==> config.mk <==
export PLATFORM = sky130hd
export DESIGN_NAME = wei_dist
export DESIGN_NICKNAME = d
export VERILOG_FILES = /design/src/rtl/wei_dist.sv
export SDC_FILE = /design/constraint.sdc
export NUM_CORES = 1
export LEC_CHECK = 0
export CAP_MARGIN = 0
export CELL_PAD_IN_SITES_DETAIL_PLACEMENT = 1
export CELL_PAD_IN_SITES_GLOBAL_PLACEMENT = 1
export CORE_AREA = 2 2 245 247
export CTS_CLUSTER_DIAMETER = 80
export DETAILED_ROUTE_END_ITERATION = 6
export DIE_AREA = 0 0 247 249
export PLACE_DENSITY_LB_ADDON = 0.1
export REMOVE_ABC_BUFFERS = 1
export SYNTH_ARGS = -nofsm -noshare
export SYNTH_HDL_FRONTEND = slang
export SYNTH_SLANG_ARGS = --single-unit
==> constraint.sdc <==
create_clock -name clk -period 9.8 [get_ports clk]
set_clock_uncertainty 0.05 [all_clocks]
set_input_delay 0.98 -clock clk [delete_from_list [all_inputs] [get_ports clk]]
set_output_delay 0.98 -clock clk [all_outputs]
set_load 0.1 [all_outputs]
==> src/rtl/wei_dist.sv <==
// ============================================================================
//  Module      : wei_dist
//  Description : Weight distributor. Prefetches weight words from the global
//                buffer (GBF) into a small FIFO and hands them to the PE
//                cluster in blocks of BLK_LEN words on controller request.
//  Revision    : 1.0 - initial release
// ============================================================================
`default_nettype none

module wei_dist #(
  parameter int WEI_W   = 64,
  parameter int ADDR_W  = 12,
  parameter int DEPTH   = 8,
  parameter int BLK_LEN = 4
) (
  input  logic              clk,
  input  logic              rst,
  input  logic              Start,
  input  logic              Reset,
  input  logic              CTRLWEI_PlsFetch,
  output logic              DISWEI_RdyFIFO,
  output logic              DISWEIGBF_Rd,
  output logic [ADDR_W-1:0] DISWEIGBF_Addr,
  input  logic              GBFDISWEI_Rdy,
  input  logic              GBFDISWEI_Val,
  input  logic [WEI_W-1:0]  GBFDISWEI_Dat,
  output logic              DISWEIPEC_Val,
  output logic [WEI_W-1:0]  DISWEIPEC_Dat,
  output logic              DISWEIPEC_Last,
  input  logic              PECDISWEI_Rdy
);

  localparam int PTR_W = (DEPTH > 1) ? $clog2(DEPTH) : 1;
  localparam int CNT_W = PTR_W + 1;
  localparam int WC_W  = (BLK_LEN > 1) ? $clog2(BLK_LEN) : 1;

  localparam logic [1:0] S_IDLE  = 2'd0;
  localparam logic [1:0] S_FILL  = 2'd1;
  localparam logic [1:0] S_READY = 2'd2;
  localparam logic [1:0] S_SEND  = 2'd3;

  logic [1:0]        state_q, state_d;
  logic              rdy_q;
  logic [WEI_W-1:0]  fifo_q [DEPTH];
  logic [PTR_W-1:0]  wptr_q, rptr_q;
  logic [CNT_W-1:0]  cnt_q;
  logic              pend_q;     // a read was accepted last cycle; data due now
  logic [ADDR_W-1:0] addr_q;
  logic [WC_W-1:0]   wcnt_q;
  logic              disc_q;     // drop the GBF return that trails a soft abort

  logic w_clr, w_rd, w_rd_acc, w_push, w_val, w_last, w_pop;

  // Hard and soft reset share the same clearing behaviour
  assign w_clr    = rst | Reset;
  // Issue a read only while the FIFO plus in-flight data still has room
  assign w_rd     = (state_q != S_IDLE) && ((cnt_q + CNT_W'(pend_q)) < CNT_W'(DEPTH));
  assign w_rd_acc = w_rd & GBFDISWEI_Rdy;
  assign w_push   = GBFDISWEI_Val & ~disc_q & (state_q != S_IDLE);
  assign w_val    = (state_q == S_SEND) && (cnt_q != '0);
  assign w_last   = (wcnt_q == WC_W'(BLK_LEN - 1));
  assign w_pop    = w_val & PECDISWEI_Rdy;

  // State register and all datapath registers
  always_ff @(posedge clk) begin
    if (w_clr) begin
      state_q <= S_IDLE;
      rdy_q   <= 1'b0;
      wptr_q  <= '0;
      rptr_q  <= '0;
      cnt_q   <= '0;
      pend_q  <= 1'b0;
      addr_q  <= '0;
      wcnt_q  <= '0;
      disc_q  <= Reset & ~rst;
    end else begin
      state_q <= state_d;
      rdy_q   <= (state_d == S_READY);
      if (w_push) wptr_q <= wptr_q + PTR_W'(1);
      if (w_pop)  rptr_q <= rptr_q + PTR_W'(1);
      cnt_q   <= cnt_q + CNT_W'(w_push) - CNT_W'(w_pop);
      pend_q  <= w_rd_acc;
      if (state_q == S_IDLE && Start) addr_q <= '0;
      else if (w_rd_acc)              addr_q <= addr_q + ADDR_W'(1);
      if (w_pop) wcnt_q <= w_last ? '0 : wcnt_q + WC_W'(1);
      disc_q  <= 1'b0;
    end
  end

  // FIFO storage: returned GBF words are written at the tail
  always_ff @(posedge clk) begin
    if (!w_clr && w_push) fifo_q[wptr_q] <= GBFDISWEI_Dat;
  end

  // Next-state logic
  always_comb begin
    state_d = state_q;
    case (state_q)
      S_IDLE:  if (Start)                          state_d = S_FILL;
      S_FILL:  if (cnt_q >= CNT_W'(BLK_LEN))       state_d = S_READY;
      S_READY: if (CTRLWEI_PlsFetch)               state_d = S_SEND;
      S_SEND:  if (w_pop && w_last)                state_d = S_FILL;
      default:                                     state_d = S_IDLE;
    endcase
  end

  // Output decode; data is forced to zero whenever it is not valid
  always_comb begin
    DISWEIGBF_Rd   = w_rd;
    DISWEIPEC_Val  = w_val;
    DISWEIPEC_Last = w_val & w_last;
    DISWEIPEC_Dat  = w_val ? fifo_q[rptr_q] : '0;
  end

  assign DISWEI_RdyFIFO = rdy_q;
  assign DISWEIGBF_Addr = addr_q;

endmodule

`default_nettype wire

==> flow_summary.rst, run 1 <==
.. list-table::
   :header-rows: 1

   * - Metric
     - Value
   * - Overflow left after global routing
     - 0
   * - Via count of the first global-routing pass
     - 11000
   * - I/O pin total
     - 152
   * - Area growth from synthesis to layout
     - 20.4%
   * - Initial antenna violation count
     - 5
   * - Worst max-slew margin expressed relative to the limit
     - 25.8%
   * - Detail-routed net length per standard cell
     - 23.7 um
   * - Number of cells on the worst hold path
     - 2
   * - Worst vdd ir
     - 0.132 mV
   * - Standby leakage power
     - 7.59 nW
   * - Power density relative to cell area
     - 188 nW/um2
   * - Critical Path End Type
     - output port
   * - Dominant combinational cell family by area after synthesis
     - multiplexers
   * - Flops & latches, synth
     - 544
   * - Synth Cell Area
     - 21000 um2
   * - Sum Neg Setup Slack
     - 0 ns
   * - Cell depth of the worst flop-to-flop path
     - 13
   * - Drt first pass iters
     - 4
   * - Post-Synthesis Mean Instance Area
     - 21.4 um2
   * - Reg-to-reg critical path startpoint
     - cnt_q[3]
   * - Part of the cycle the worst path needs
     - 56.1%
   * - Transition at the pin with the smallest max-transition slack
     - 1.11 ns
   * - Area share of xor/xnor cells in the synthesized design
     - 0.842%
   * - Maximum buffer depth of the clock tree
     - 3
   * - Distinct cell type count of the synthesized netlist
     - 40
   * - Synth Area in Compound Gates
     - 0.299%
   * - Filler-free cell count of the finished design
     - 1985
   * - CP required
     - 8.77 ns
   * - Outcome
     - finished clean
   * - Global Route met3 Usage
     - 3.37%
   * - Standard-cell row count
     - 89
   * - Setup Viol. Count Final
     - 0
   * - Net total in the final layout
     - 1246
   * - Adder and majority cell fraction of the synthesized area
     - 0.693%
   * - Slowest cell on the critical path
     - dfxtp_4
   * - Number of buffers inserted to repair setup after CTS
     - 0
   * - Full die area
     - 61500 um2
   * - Clock latency on the worst-skew pair
     - 0.61 ns
   * - Data arrival time of the critical path
     - 4.47 ns
   * - Layer with the highest usage after global routing
     - met2
   * - Number of max-capacitance violations reported
     - 0
   * - Min Clock Period, post-route
     - 5.50 ns
   * - CTS HTree Levels
     - 2
   * - GR Layer Usage met2
     - 25.3%
   * - TritonCTS buffer count
     - 58
   * - Cell count after synthesis
     - 978
   * - Vias after detailed routing
     - 9905
   * - Core area
     - 58700 um2
   * - Most common cell after layout, fill and taps aside
     - edfxtp_1
   * - Count of input and output buffers
     - 151
   * - Clock Sinks
     - 544
   * - GRT Total Usage
     - 15.7%
   * - HPWL after detailed placement
     - 24700 um
   * - CTS Root Buffer Type
     - clkbuf_16
   * - Pin count of the biggest net entering global routing
     - 55
   * - Unrepaired setup endpoints after global routing
     - false
   * - Worst reg2reg path endpoint
     - cnt_q[2]
   * - Antenna viol nets, final
     - 0
   * - Die Ht
     - 249 um
   * - Sequential share of the synthesized area
     - 76.4%
   * - Final routed DRC violation total
     - 0
   * - Critical path cell sequence
     - buf_4, mux4_2, mux2i_1, nor2_1, clkdlybuf4s50_1
   * - Share of cell area taken by muxes after synthesis
     - 17.1%
   * - Type of origin of the critical path
     - flip-flop
   * - Hold buffer count at CTS
     - 0
   * - Worst Min Path Start
     - DISWEIGBF_Addr[11]
   * - Highest-count cells in the layout ignoring fill and taps
     - edfxtp_1, clkdlybuf4s50_1, mux4_2
   * - Initial Utilization
     - 35.7%
   * - CP max FO
     - 51
   * - Post-detailed-route via-to-cell ratio
     - 4.99
   * - Warning count from the yosys run
     - 0
   * - Clock tree from TritonCTS
     - built
   * - Count of final max-slew check failures
     - 0
   * - Category of cells accounting for the largest share of critical-path delay
     - buffers and inverters
   * - Buffering stage count on the worst path with inverters included
     - 2
   * - Area share of and/or/nand/nor cells after synthesis
     - 3.11%
   * - Total wirelength of the detailed-routed design
     - 47100 um
   * - R2R Setup Slk
     - 6.62 ns
   * - 1st-iter DRT viols
     - 505
   * - Global-route wire length before repair
     - 71600 um
   * - Peak per-stage delay on the critical path
     - 1.08 ns
   * - Critical path class
     - reg2out
   * - Final count of hold timing violations
     - 0
   * - Resized cells post-CTS
     - 0
   * - Kind of path behind the tightest hold check
     - reg2reg
   * - Die extent in x
     - 247 um
   * - Hold Path Sink
     - DISWEIGBF_Addr[11]
   * - Global-route met1 utilization
     - 21.6%
   * - Clock transition at the registers of the reported paths
     - 0.06 ns
   * - Share of final-layout standard cells stronger than drive strength 1
     - 21.2%
   * - Total placed cells including tap cells
     - 1876
   * - Fmax
     - 182 MHz
   * - Final GP Congestion
     - 0.678
per-stage QoR:
stage               utilization [%]  setup slack (ns)  power [mW]  area (um2)  hold WS (ns)
CTS                            43.0              4.10        4.82       25200         0.462
global route                   43.0              3.87        4.91       25200         0.484
detailed placement             39.8              4.77        2.66       23400         0.449
finish                         43.0              4.30        4.75       25200         0.456
floorplan                         -              1.44        2.60       20700         0.415
global placement               39.8              4.74        2.66       23400         0.431
logic make-up (layout without fill, tap and decap cells):
family	Yosys count	in the layout
muxes	197	197
xor gates and xnor gates	18	18
DFF	544	544
and+or+nand+nor	143	143
buffers and inverters	56	289
AOI/OAI and AO/OA	9	9
other	0	1
adders and majority gates	11	11
where the power goes:
group          switching, mW  total (mW)  internal (mW)
Sequential           0.00129        2.54           2.54
Clock                  0.891        2.14           1.25
Combinational         0.0379      0.0672         0.0292
registers in the layout, indices dropped and copies added, names as in the netlist, named ones only:
signal          cells
fifo_q            512
DISWEIGBF_Addr     12
cnt_q               4
rptr_q              3
wptr_q              3
state_q             2
wcnt_q              2
DISWEI_RdyFIFO      1
disc_q              1
pend_q              1
worst max path at each step:
stage                                    to  startpoint  cells past startpoint  slack (ns)
after floorplan            DISWEIPEC_Dat[0]   flip-flop                      3        1.44
after global placement    DISWEIPEC_Dat[12]   flip-flop                      5        4.74
final                     DISWEIPEC_Dat[12]   flip-flop                      5        4.30
after global routing      DISWEIPEC_Dat[16]   flip-flop                      5        3.87
after CTS                 DISWEIPEC_Dat[12]   flip-flop                      5        4.10
after detailed placement  DISWEIPEC_Dat[12]   flip-flop                      5        4.77
Yosys cell counts:
master	n	area, um2
a21o_1	1	7.51
a21oi_1	3	15.0
a21oi_2	1	8.76
and2_1	4	25.0
and3_1	2	12.5
and4_1	1	8.76
buf_1	7	26.3
buf_2	12	60.1
buf_4	3	22.5
buf_6	12	135
clkbuf_1	13	48.8
dfxtp_1	32	641
edfxtp_1	512	15400
fa_1	1	20.0
ha_1	10	125
inv_1	8	30.0
inv_2	1	3.75
mux2i_1	69	691
mux4_2	128	2880
nand2_1	9	33.8
nand2_2	1	6.26
nand2b_1	1	6.26
nand3_1	7	35.0
nand3_2	1	10.0
nand3b_1	1	7.51
nand4_1	4	25.0
nor2_1	93	349
nor2_2	1	6.26
nor2b_1	2	12.5
nor3_1	8	40.0
nor3_4	1	16.3
nor3b_4	1	18.8
nor4_1	2	12.5
o21ai_0	3	15.0
o311ai_2	1	16.3
or2_2	2	12.5
or3_1	2	12.5
xnor2_1	10	87.6
xnor2_4	1	27.5
xor2_1	7	61.3
worst min-delay path, cell delays in order, from the launching register on:
cell and delay [ns]:
dfxtp_1 0.32, o21ai_0 0.08, a21oi_1 0.06
metal layers:
layer  up-vias  wire length (um)
li1       4366                 -
met1      5293             21300
met2       167             22700
met3        71              2070
met4         8               959
met5         -                54
area by class of cell:
type | count | area, um2
clock buffers | 66 | 1500
inverters | 9 | 33.8
diodes | 1 | 2.50
clock inverters | 42 | 358
multi-input cells | 378 | 4670
repair buffers | 172 | 1670
flip-flops and latches | 544 | 16000
well taps | 773 | 967
fillers | 5444 | 33500
(Power assumes the default switching activity.)
==> run 2, diff against run 1 <==
==> constraint.sdc (replaced) <==
create_clock -name clk -period 5.37 [get_ports clk]
set_clock_uncertainty 0.05 [all_clocks]
set_input_delay 0.537 -clock clk [delete_from_list [all_inputs] [get_ports clk]]
set_output_delay 0.537 -clock clk [all_outputs]
set_load 0.1 [all_outputs]
==> run 2 against run 1 <==
- first-iteration DRC count increased by 3.2%
- combinational power increased by 83%
- count of clock-buffer cells in the layout increased by 13
- global-route usage about the same
- hold slack got worse by 0.0070 ns
- cell area increased by 0.64%
- final cell count increased by 0.60%
- clock power increased by 81%
- critical path depth unchanged
- via count increased by 0.52%
- critical path type unchanged
- largest cell class unchanged
==> flow_summary.rst, run 2 (synthesis gave the netlist of run 1 again) <==
.. list-table::
   :header-rows: 1

   * - Metric
     - Value
   * - Power density relative to cell area
     - 340 nW/um2 (was 188 nW/um2)
   * - Via count of the first global-routing pass
     - 11100 (was 11000)
   * - Reg-to-reg critical path startpoint
     - cnt_q[3] (unchanged)
   * - R2R Setup Slk
     - 1.91 ns (was 6.62 ns)
   * - Share of final-layout standard cells stronger than drive strength 1
     - 21.3% (was 21.2%)
   * - Worst Min Path Start
     - DISWEIGBF_Addr[11] (unchanged)
   * - Buffering stage count on the worst path with inverters included
     - 2 (unchanged)
   * - Die extent in x
     - 247 um (unchanged)
   * - 1st-iter DRT viols
     - 521 (was 505)
   * - Transition at the pin with the smallest max-transition slack
     - 1.10 ns (was 1.11 ns)
   * - HPWL after detailed placement
     - 25700 um (was 24700 um)
   * - Data arrival time of the critical path
     - 3.71 ns (was 4.47 ns)
   * - Clock tree from TritonCTS
     - built (unchanged)
   * - Number of max-capacitance violations reported
     - 0 (unchanged)
   * - CP max FO
     - 45 (was 51)
   * - CP required
     - 4.78 ns (was 8.77 ns)
   * - TritonCTS buffer count
     - 60 (was 58)
   * - Maximum buffer depth of the clock tree
     - 3 (unchanged)
   * - Initial Utilization
     - 35.7% (unchanged)
   * - Hold Path Sink
     - DISWEIGBF_Addr[11] (unchanged)
   * - Area of all placed cells without fillers
     - 25400 um2 (was 25200 um2)
   * - Final GP Congestion
     - 0.682 (was 0.678)
   * - Standby leakage power
     - 7.65 nW (was 7.59 nW)
   * - Fmax
     - 233 MHz
   * - Clock latency on the worst-skew pair
     - 0.62 ns (was 0.61 ns)
   * - Number of cells on the worst hold path
     - 2 (unchanged)
   * - Post-detailed-route via-to-cell ratio
     - 4.99 (about the same)
   * - Net total in the final layout
     - 1256 (was 1246)
   * - Clock transition at the registers of the reported paths
     - 0.05 ns (was 0.06 ns)
   * - Cell Area, Placed
     - 23500 um2 (was 23400 um2)
   * - Part of the cycle the worst path needs
     - 80.1%
   * - Slowest cell on the critical path
     - clkdlybuf4s50_1 (was dfxtp_4)
   * - Core area
     - 58700 um2 (unchanged)
   * - Overflow left after global routing
     - 0 (unchanged)
   * - Setup Viol. Count Final
     - 0 (unchanged)
   * - Critical path cell sequence
     - buf_12, mux4_2, mux2i_1, nor2_1, clkdlybuf4s50_1 (was buf_4, mux4_2, mux2i_1, nor2_1, clkdlybuf4s50_1)
   * - Detail-routed net length per standard cell
     - 23.6 um (was 23.7 um)
   * - Worst reg2reg path endpoint
     - cnt_q[2] (unchanged)
   * - Critical path class
     - reg2out (unchanged)
   * - Final routed DRC violation total
     - 0 (unchanged)
   * - Worst max-slew margin expressed relative to the limit
     - 26.1% (was 25.8%)
   * - Count of input and output buffers
     - 151 (unchanged)
   * - Clock Sinks
     - 544 (unchanged)
   * - Cell depth of the worst flop-to-flop path
     - 12 (was 13)
   * - Number of flip-flops in the largest register
     - 512 (unchanged)
   * - Global-route wire length before repair
     - 71500 um (was 71600 um)
   * - Pin count of the biggest net entering global routing
     - 65 (was 55)
   * - Type of origin of the critical path
     - flip-flop (unchanged)
   * - Smallest setup slack after layout
     - 1.07 ns (was 4.30 ns)
   * - CTS Root Buffer Type
     - clkbuf_16 (unchanged)
   * - Antenna viol nets, final
     - 0 (unchanged)
   * - Category of cells accounting for the largest share of critical-path delay
     - buffers and inverters (unchanged)
   * - I/O pin total
     - 152 (unchanged)
   * - Vias after detailed routing
     - 9957 (was 9905)
   * - GRT Total Usage
     - 15.7% (about the same)
   * - Min Clock Period, post-route
     - 4.30 ns
   * - Critical Path End Type
     - output port (unchanged)
   * - Full die area
     - 61500 um2 (unchanged)
   * - Initial antenna violation count
     - 5 (unchanged)
   * - Die Ht
     - 249 um (unchanged)
   * - Unrepaired setup endpoints after global routing
     - false (unchanged)
   * - Number of buffers inserted to repair setup after CTS
     - 0 (unchanged)
   * - Resized cells post-CTS
     - 0 (unchanged)
   * - Final count of hold timing violations
     - 0 (unchanged)
   * - Peak per-stage delay on the critical path
     - 0.98 ns (was 1.08 ns)
   * - Outcome
     - finished clean (unchanged)
   * - CTS HTree Levels
     - 2 (unchanged)
   * - Hold buffer count at CTS
     - 0 (unchanged)
   * - Most common cell after layout, fill and taps aside
     - edfxtp_1 (unchanged)
   * - Area growth from synthesis to layout
     - 21.2% (was 20.4%)
   * - Drt first pass iters
     - 4 (unchanged)
   * - Kind of path behind the tightest hold check
     - reg2reg (unchanged)
   * - Count of final max-slew check failures
     - 0 (unchanged)
   * - Standard-cell row count
     - 89 (unchanged)
   * - Highest-count cells in the layout ignoring fill and taps
     - edfxtp_1, clkdlybuf4s50_1, mux4_2 (unchanged)
   * - Placement Setup Slack
     - 1.62 ns (was 4.77 ns)
   * - Register name with the most flops
     - fifo_q (unchanged)
   * - Total wirelength of the detailed-routed design
     - 47200 um (was 47100 um)
   * - Worst vdd ir
     - 0.234 mV (was 0.132 mV)
## run 2: cell types whose count changed in the layout (fill, tap and decap cells not counted)
| cell | delta |
|---|---|
| bufinv_16 | -3 |
| clkinv_4 | -1 |
| buf_12 | +9 |
| clkbuf_8 | +2 |
| clkbuf_16 | +2 |
| buf_4 | -1 |
| clkbuf_1 | +9 |
| clkinv_2 | -5 |
## run 2: worst max-delay path by stage
stage | start | cells past startpoint | end | slack, ns
after floorplan | flip-flop | 3 | DISWEIPEC_Dat[0] | -2.55
after global placement | flip-flop | 5 | DISWEIPEC_Dat[21] | 1.61
after detailed placement | flip-flop | 5 | DISWEIPEC_Dat[21] | 1.62
after CTS | flip-flop | 5 | DISWEIPEC_Dat[21] | 0.95
after global routing | flip-flop | 5 | DISWEIPEC_Dat[21] | 0.89
final | flip-flop | 5 | DISWEIPEC_Dat[21] | 1.07
## run 2: power by group
part,switching [mW],internal [mW]
combinational,0.0698,0.0535
sequential,0.00242,4.64
clock,1.63,2.24
## run 2: per-layer routing
layer / global-route usage, % / part of all wire (%) / vias up
li1: - / - / 4378
met1: 21.3 / 45 / 5298
met4: 4.66 / 2.2 / 8
met5: 0 / 0.10 / -
met2: 25.6 / 49 / 186
met3: 3.03 / 4.2 / 87
## run 2: stage by stage
step	util [%]	hold WS (ns)	setup TNS, ns	std cells	total power, mW
4_1_cts	43.3	0.422	0	1996	8.76
3_3_place_gp	40.1	0.434	0	1884	4.85
6_report	43.3	0.449	0	1997	8.63
2_1_floorplan	-	0.415	-629.26	931	4.75
3_5_place_dp	40.1	0.436	0	1884	4.85
5_1_grt	43.3	0.446	0	1996	8.92
## run 2: worst register-to-register path, stage by stage (launching register included)
cell      delay [ns]
dfxtp_1         0.32
inv_1           0.16
ha_1            0.21
inv_1           0.07
o311ai_4        0.84
inv_2           0.16
and2_1          0.34
ha_1            0.33
inv_1           0.04
ha_1            0.20
fa_1            0.40
xnor2_1         0.17
nor2_1          0.05
## run 2: layout make-up
| class | instances | area (um2) |
|---|---|---|
| Antenna cell | 1 | 2.50 |
| Clock buffer | 79 | 1610 |
| Clock inverter | 33 | 234 |
| Fill cell | 5509 | 33300 |
| Inverter | 9 | 33.8 |
| Multi-Input combinational cell | 378 | 4670 |
| Sequential cell | 544 | 16000 |
| Tap cell | 773 | 967 |
| Timing Repair Buffer | 180 | 1840 |
